[config.mk]
export PLATFORM = sky130hd
export DESIGN_NAME = sr_drive_ctrl
export DESIGN_NICKNAME = d
export VERILOG_FILES = /design/src/rtl/sr_pkg.sv /design/src/rtl/sr_pulse_timer.sv /design/src/rtl/sr_drive_ctrl.sv
export SDC_FILE = /design/constraint.sdc
export NUM_CORES = 1
export LEC_CHECK = 0
export ABC_CLOCK_PERIOD_IN_PS = 2590
export BUFFER_PORTS_ARGS = -buffer_cell sky130_fd_sc_hd__buf_2
export CAP_MARGIN = 20
export CORE_ASPECT_RATIO = 1.75
export CORE_MARGIN = 2
export CORE_UTILIZATION = 35
export DETAILED_ROUTE_END_ITERATION = 8
export PLACE_DENSITY = 0.57
export SLEW_MARGIN = 10
export SYNTH_ARGS = -nofsm -noshare
export SYNTH_HDL_FRONTEND = slang
export SYNTH_SLANG_ARGS = --single-unit
[constraint.sdc]
create_clock -name clk -period 2.59 [get_ports clk]
set_input_delay 0 -clock clk [delete_from_list [all_inputs] [get_ports clk]]
set_output_delay 0 -clock clk [all_outputs]
set_load 0.05 [all_outputs]
[src/rtl/sr_pkg.sv]
// Shared types and constants for the SR flip-flop drive controller.
package sr_pkg;

  typedef enum logic [1:0] {
    IDLE  = 2'd0,
    DRIVE = 2'd1,
    GAP   = 2'd2
  } state_e;

  localparam logic OP_SET = 1'b1;
  localparam logic OP_CLR = 1'b0;

  localparam int unsigned TIMER_W = 8;

endpackage

[src/rtl/sr_pulse_timer.sv]
// 8-bit loadable down-counter; holds at zero rather than wrapping.
module sr_pulse_timer
  import sr_pkg::*;
(
  input  logic               clk,
  input  logic               rst,
  input  logic               i_load,
  input  logic [TIMER_W-1:0] i_load_val,
  input  logic               i_dec,
  output logic               o_zero,
  output logic [TIMER_W-1:0] o_cnt
);

  logic [TIMER_W-1:0] r_cnt;
  logic [TIMER_W-1:0] w_cnt_d;

  always_comb begin
    w_cnt_d = r_cnt;
    if (i_load) begin
      w_cnt_d = i_load_val;
    end else if (i_dec && (r_cnt != '0)) begin
      w_cnt_d = r_cnt - 1'b1;
    end
  end

  always_ff @(posedge clk) begin
    if (rst) begin
      r_cnt <= '0;
    end else begin
      r_cnt <= w_cnt_d;
    end
  end

  assign o_cnt  = r_cnt;
  assign o_zero = (r_cnt == '0);

endmodule

[src/rtl/sr_drive_ctrl.sv]
// Command-driven pulse generator for a downstream SR flip-flop, with
// optional q feedback checking and a completed-command counter.
module sr_drive_ctrl
  import sr_pkg::*;
#(
  parameter int unsigned PULSE_W = 2,
  parameter int unsigned GAP_W   = 1,
  parameter int unsigned CHK_EN  = 1
) (
  input  logic       clk,
  input  logic       rst,
  input  logic       cmd_valid,
  input  logic       cmd_op,
  output logic       cmd_ready,
  output logic       s,
  output logic       r,
  input  logic       q_fb,
  output logic       done,
  output logic       err,
  output logic [7:0] cmd_cnt
);

  localparam logic [TIMER_W-1:0] PULSE_LD = TIMER_W'(PULSE_W - 1);
  localparam logic [TIMER_W-1:0] GAP_LD   = TIMER_W'(GAP_W - 1);

  state_e             r_state;
  state_e             w_state_d;
  logic               r_op;
  logic               w_op_d;
  logic               w_accept;
  logic               w_load;
  logic [TIMER_W-1:0] w_load_val;
  logic               w_dec;
  logic               w_zero;
  logic [TIMER_W-1:0] w_tcnt;
  logic               w_done_end;
  logic               w_done_d;
  logic               w_drive_d;
  logic               w_mismatch;

  logic               r_s;
  logic               r_r;
  logic               r_ready;
  logic               r_done;
  logic               r_err;
  logic [7:0]         r_cnt;

  sr_pulse_timer u_timer (
    .clk        (clk),
    .rst        (rst),
    .i_load     (w_load),
    .i_load_val (w_load_val),
    .i_dec      (w_dec),
    .o_zero     (w_zero),
    .o_cnt      (w_tcnt)
  );

  always_comb begin
    w_state_d  = r_state;
    w_accept   = 1'b0;
    w_load     = 1'b0;
    w_load_val = PULSE_LD;
    w_dec      = 1'b0;
    w_done_end = 1'b0;
    unique case (r_state)
      IDLE: begin
        if (cmd_valid) begin
          w_accept   = 1'b1;
          w_load     = 1'b1;
          w_load_val = PULSE_LD;
          w_state_d  = DRIVE;
        end
      end
      DRIVE: begin
        if (w_zero) begin
          w_load     = 1'b1;
          w_load_val = GAP_LD;
          w_state_d  = GAP;
        end else begin
          w_dec = 1'b1;
        end
      end
      GAP: begin
        if (w_zero) begin
          w_done_end = 1'b1;
          w_state_d  = IDLE;
        end else begin
          w_dec = 1'b1;
        end
      end
      default: w_state_d = IDLE;
    endcase
  end

  // Outputs are registered from next-state values so they align with the state itself.
  always_comb begin
    w_op_d     = w_accept ? cmd_op : r_op;
    w_drive_d  = (w_state_d == DRIVE);
    w_done_d   = ((r_state == DRIVE) && w_zero && (GAP_LD == '0)) ||
                 ((r_state == GAP) && (w_tcnt == TIMER_W'(1)));
    w_mismatch = (CHK_EN != 0) && w_done_end && (q_fb != r_op);
  end

  always_ff @(posedge clk) begin
    if (rst) begin
      r_state <= IDLE;
      r_op    <= OP_CLR;
      r_s     <= 1'b0;
      r_r     <= 1'b0;
      r_ready <= 1'b1;
      r_done  <= 1'b0;
      r_err   <= 1'b0;
      r_cnt   <= '0;
    end else begin
      r_state <= w_state_d;
      r_op    <= w_op_d;
      r_s     <= w_drive_d && (w_op_d == OP_SET);
      r_r     <= w_drive_d && (w_op_d == OP_CLR);
      r_ready <= (w_state_d == IDLE);
      r_done  <= w_done_d;
      if (w_mismatch) begin
        r_err <= 1'b1;
      end
      if (w_done_end) begin
        r_cnt <= r_cnt + 8'd1;
      end
    end
  end

  assign s         = r_s;
  assign r         = r_r;
  assign cmd_ready = r_ready;
  assign done      = r_done;
  assign err       = r_err;
  assign cmd_cnt   = r_cnt;

  a_no_overlap: assert property (@(posedge clk) !(r_s && r_r));

endmodule

==> results.md, run 1 <==
* Critical path's largest stage delay at 540 ps
* Syn_area_per_cell at 9.43 µm²
* Die area at 4070 µm²
* Post-route ant nets at 0
* Wire per inst at 14.2 µm
* Hold Crit Class: in2reg
* Minimum clock period at 2120 ps
* Maxcap violations at 0
* Core area at 3400 µm²
* Sequential fraction of the synthesis area at 38.6%
* Max-slew violation count at 0
* Dpl cell area at 1360 µm²
* CTS buffer count at 3
* Worst-path cell chain: inv_1 -> ha_1 -> and2_0 -> a311o_1 -> or4_1 -> nand2_1
* Fmax at 0.472 GHz
* LEAKAGE at 0.581 nW
* FF/Latch Area at 480 µm²
* Net Count, Synth at 144
* Final Power at 1.57 mW
* Dpl cells at 189
* Synth top area cells: dfxtp_1 (39%), ha_1 (7.0%), nor2_1 (4.2%)
* Startpoint types: flop
* Area delta synth->final at 12.2%
* Final setup viols at 0
* Hold Buf Count CTS at 0
* CTS max path bufs at 2
* Synth Register Bits at 24
* Ant. Diodes at 0
* Clock tree sinks at 24
* Via count at 1035
* TritonCTS clock tree: built
* RSZ-0062 raised after global routing: no
* Final cell count without fillers at 192
* Global Route Usage Sum at 15.3%
* R2r endpoint: u_timer.o_cnt[6]
* Total Wirelength at 2.73 mm
* Synth area leader: dfxtp_1
* CP endpoint kind: flop
* Max IR drop VDD at 0.000494 V
* Layout cells sized above 1 at 19.0%
* Initial antenna violation count at 0
* Post-synth top area share at 38.6%
* R2r startpoint: r_state[0]
* Crit Path Max Fanout at 7
* Die width at 49.1 µm
* Finished Cell Area at 1400 µm²
* First-pass GRT wire length at 4.94 mm
* Skew-Pair Late Insertion Delay at 270 ps
* Largest net degree at the start of global routing at 15
* Syn. warnings at 0
* Fin crit share at 81.7%
* Post-CTS Resized at 0
* Initial Util at 36.6%
* Multi-input logic area at 711 µm²
* Setup Fix Bufs, Post-CTS at 0
* Worst hold path cell count at 3
* GPL Wtd Cong at 0.819
* Slew margin rel. at 68.8%
* Buf+Inv Stages, Crit Path at 1
* Min-delay src: cmd_op
* Die Y at 82.9 µm
* Cell Pwr Density at 1120 nW/µm²
* Worst path top cell family by delay: simple AND/OR/NAND/NOR gates
* H-tree depth at 1
* R2R Setup Slk at 470 ps
* Setup TNS at 0 ps
* Kind of critical path: reg2reg
* DRT Pass-1 Iters at 4
* Hpwl dp at 2.08 mm
* Hold Path End: r_op
* # IOs at 18
* Worst-margin pin slew at 465 ps
* CP max-delay cell: or4_1
* Nets@finish at 161
* # fillers at 362
* Clk root buf: clkbuf_8
* Vias in the first global route at 1109
* Req. time, crit path at 2810 ps
* Row cnt at 28
* Cells after Synth at 132
* Clk slew on worst S/H paths at 80 ps
* Iter 0 DRT Violations at 23
* Status: completed
* Clock skew at 1.87 ps
* Synth cell types at 48
* Fin. Hold Viols at 0
* Crit path DAT at 2330 ps
* R2R depth at 6
* Gr ovfl total at 0
* DRC at 0
* Port bufs at 17
* Cell Area, Synth at 1240 µm²
* DR vias/cell at 5.39
## report_power, final
group          switching, mW  total [mW]  internal, mW
Combinational          0.537       0.822         0.285
Clock                  0.117       0.221         0.104
Sequential            0.0815       0.528         0.446
Total                  0.735        1.57         0.836
## registers in the layout (all words and copies together), names as in the netlist
register,cells
cmd_cnt,8
err,1
cmd_ready,1
r_state,2
u_timer.o_cnt,8
s,1
done,1
r,1
r_op,1
## worst reg2reg max path, cell delays in order, from the launching register on
cell     delay (ps)
dfxtp_1         410
inv_1            90
ha_1            260
and2_0          230
a311o_1         460
or4_1           540
nand2_1          80
## how the worst max path moves through the flow
stage | end | from | cells after the start | slack, ps
2_1_floorplan | u_timer.o_cnt[6] | r_state[1] | 6 | 720
3_3_place_gp | u_timer.o_cnt[6] | r_state[1] | 6 | 620
3_5_place_dp | u_timer.o_cnt[6] | r_state[0] | 6 | 540
4_1_cts | u_timer.o_cnt[6] | r_state[0] | 6 | 510
5_1_grt | u_timer.o_cnt[6] | r_state[1] | 6 | 410
6_report | u_timer.o_cnt[6] | r_state[0] | 6 | 470
## placed cells by master, fill, tap and decap left out, drive strengths merged
| master | netlist | final |
|---|---|---|
| dfxtp | 24 | 24 |
| buf | 3 | 17 |
| nor2 | 14 | 14 |
| a21oi | 7 | 7 |
| nand2 | 7 | 7 |
| ha | 7 | 7 |
| inv | 6 | 6 |
| xor2 | 6 | 6 |
| o21ai | 6 | 6 |
| nand3 | 5 | 5 |
| nand4 | 4 | 4 |
| or4 | 3 | 3 |
| mux2i | 3 | 3 |
| clkbuf | 2 | 3 |
| or3 | 3 | 3 |
| and2 | 3 | 3 |
| nor4 | 3 | 3 |
| and3 | 2 | 2 |
| xnor2 | 2 | 2 |
| nor3b | 2 | 2 |
| o2111ai | 2 | 2 |
| nor3 | 2 | 2 |
| o211ai | 2 | 2 |
| a21boi | 2 | 2 |
| a41oi | 1 | 1 |
| a31oi | 1 | 1 |
| a311o | 1 | 1 |
| or3b | 1 | 1 |
| o41ai | 1 | 1 |
| or4b | 1 | 1 |
| a211oi | 1 | 1 |
| o31a | 1 | 1 |
| o32a | 1 | 1 |
| o31ai | 1 | 1 |
| nand3b | 1 | 1 |
| nor2b | 1 | 1 |
## layout make-up
class / instances / share of cell area, %
tap: 45 / 4.03
clock buffer: 3 / 2.96
inverter: 6 / 1.61
sequential: 24 / 34.4
multi-input combinational: 97 / 50.9
timing repair buffer: 17 / 6.09
## metrics by stage
stage	util [%]	hold slack (ps)	worst slack, ps
after floorplan	-	78.7	722
final	41.1	35.8	473
after detailed placement	39.9	307	539
after global placement	39.9	337	620
after CTS	41.1	37.7	507
after global routing	41.1	68.3	413
## cells in the mapped netlist (all sizes together)
cell type  count
a21oi          7
o32a           1
or3            3
clkbuf         2
o21ai          6
o31a           1
xor2           6
xnor2          2
a21boi         2
o2111ai        2
nor2b          1
a31oi          1
nand3          5
nand4          4
nand3b         1
or4b           1
nor3           2
nand2          7
mux2i          3
and2           3
or3b           1
inv            6
o41ai          1
a211oi         1
nor3b          2
or4            3
o211ai         2
a311o          1
nor4           3
buf            3
o31ai          1
ha             7
dfxtp         24
and3           2
a41oi          1
nor2          14
## metal layers
metal / GRT usage (%) / up-vias / routed length, µm
li1: - / 511 / -
met1: 16.1 / 485 / 1030
met2: 27.5 / 34 / 1510
met4: 9.35 / 0 / 55
met3: 2.16 / 5 / 132
met5: 0 / - / 0
## logic make-up (layout without fill, tap and decap cells)
logic type      count (synthesis)  in the layout  synth area share, %
fa+ha+maj                       7              7                 7.03
simple gates                   52             52                 25.7
buf+inv                        11             26                 4.32
compound gates                 27             27                 16.3
flops                          24             24                 38.6
mux                             3              3                 2.41
xor+xnor                        8              8                 5.63
Note: power is estimated with default switching activity, not from simulation.
==> run 2: changes to the inputs <==
ABC_CLOCK_PERIOD_IN_PS = 2200   (was 2590)
clock period = 2.2 ns   (was 2.59 ns; I/O delays follow)
==> run 2 against run 1 <==
  * Die area unchanged
  * Count of clock-buffer cells in the layout up 1
  * Register-to-register slack worse by 250 ps
  * Hold slack worse by 11 ps
  * Routed wire length up 3.9%
  * Final area up 2.6%
  * First-iteration DRC count up 4.3%
  * Critical path type unchanged
  * Critical endpoint unchanged
  * Largest power group unchanged
==> results.md, run 2 (synthesis results as in run 1) <==
* Hold Worst Slack at 25.1 ps
* TritonCTS clock tree: built
* Met3 wire length at 79 µm
* Maxcap violations at 0
* Commonest non-fill, non-tap cell in the layout: dfxtp_1
* Clk root buf: clkbuf_8
* Wire per inst at 14.5 µm
* Gr ovfl total at 0
* Largest net degree at the start of global routing at 15
* Setup Fix Bufs, Post-CTS at 0
* CP max-delay cell: or4_1
* H-tree depth at 1
* Dpl cell area at 1380 µm²
* # IOs at 18
* Layout cells sized above 1 at 21.2%
* Initial Util at 36.6%
* CP endpoint kind: flop
* Max-slew violation count at 0
* Hold Buf Count CTS at 0
* First-pass GRT wire length at 4.86 mm
* RSZ-0062 raised after global routing: no
* Status: completed
* Core area at 3400 µm²
* Minimum clock period at 1970 ps
* Total Wirelength at 2.84 mm
* Row cnt at 28
* Crit Path Max Fanout at 5
* Startpoint types: flop
* Multi-input logic area at 711 µm²
* Critical path's largest stage delay at 500 ps
* Setup TNS at 0 ps
* Wire length on met1 at 1.14 mm
* Via count at 1052
* # fillers at 364
* Crit path DAT at 2190 ps
* Final Power at 1.94 mW
* Initial antenna violation count at 0
* Global Route Usage Sum at 15.3%
* Slew margin rel. at 66.9%
* CTS max path bufs at 2
* FF/Latch Area at 480 µm²
* Max IR drop VDD at 0.000527 V
* DRT Pass-1 Iters at 4
* Ant. Diodes at 0
* Clk slew on worst S/H paths at 80 ps
* Die area at 4070 µm²
* Final setup viols at 0
* CTS buffer count at 3
* Die width at 49.1 µm
* Worst-path cell chain: inv_1 -> ha_1 -> and2_0 -> a311o_1 -> or4_1 -> nand2_1
* GPL Wtd Cong at 0.878
* Vias in the first global route at 1079
* Iter 0 DRT Violations at 24
* Met2 Routed Length at 1.51 mm
* Clock tree sinks at 24
* Req. time, crit path at 2410 ps
* Fin. Hold Viols at 0
* Kind of critical path: reg2reg
* Cell Pwr Density at 1350 nW/µm²
* Post-CTS Resized at 0
* DR vias/cell at 5.37
* DRC at 0
* Hold Crit Class: in2reg
* Area delta synth->final at 15.1%
* LEAKAGE at 0.602 nW
* Finished Cell Area at 1430 µm²
* Hpwl dp at 2.23 mm
* Most frequent cells in the layout: dfxtp_1 (24), buf_2 (17), nor2_1 (14)
* Fin crit share at 89.8%
* Fmax at 0.506 GHz
* Worst-margin pin slew at 492 ps
* Post-route ant nets at 0
* Skew-Pair Late Insertion Delay at 270 ps
* Port bufs at 17
* Clock skew at 2.44 ps
* Nets@finish at 164
* Die Y at 82.9 µm
* DR top layer: met4
-- run 2: cell count changes in the layout (fill, tap and decap cells not counted), sizes merged --
cell / before / now
buf: 17 / 20
clkbuf: 3 / 4
-- run 2: area by class of cell --
| type | instances | area share, % |
|---|---|---|
| Clock buffer | 4 | 3.84 |
| Tap cell | 45 | 3.93 |
| Timing Repair Buffer | 20 | 7.51 |
| Multi-Input combinational cell | 97 | 49.6 |
| Inverter | 6 | 1.57 |
| Sequential cell | 24 | 33.5 |
-- run 2: final timing paths --
path	start	to	slack (ps)	cells past startpoint
max	r_state[1]	u_timer.o_cnt[6]	230	6
min	cmd_op	r_op	30	3
max reg2reg	r_state[1]	u_timer.o_cnt[6]	230	6
min reg2reg	err	err	490	2
-- run 2: metrics by stage --
step / std cells / worst slack, ps / util [%]
global placement: 192 / 277 / 40.5
CTS: 196 / 234 / 42.2
floorplan: 132 / 332 / -
global route: 196 / 113 / 42.2
detailed placement: 192 / 260 / 40.5
finish: 196 / 225 / 42.2
-- run 2: metal layers --
metal	vias to the layer above	GRT usage, %
li1	514	-
met5	-	0
met4	0	11.9
met3	10	2.34
met1	504	15.8
met2	24	26.5
-- run 2: power by group --
group	switching [mW]	leakage (nW)	internal [mW]
Clock	0.141	0.0288	0.160
Combinational	0.637	0.378	0.375
Sequential	0.0978	0.195	0.525
-- run 2: critical path, delay by kind of cell, from the launching register on --
family,cells,cell delay [ps]
flops,1,440
buf+inv,1,90
compound gates,1,360
simple gates,3,800
fa+ha+maj,1,240
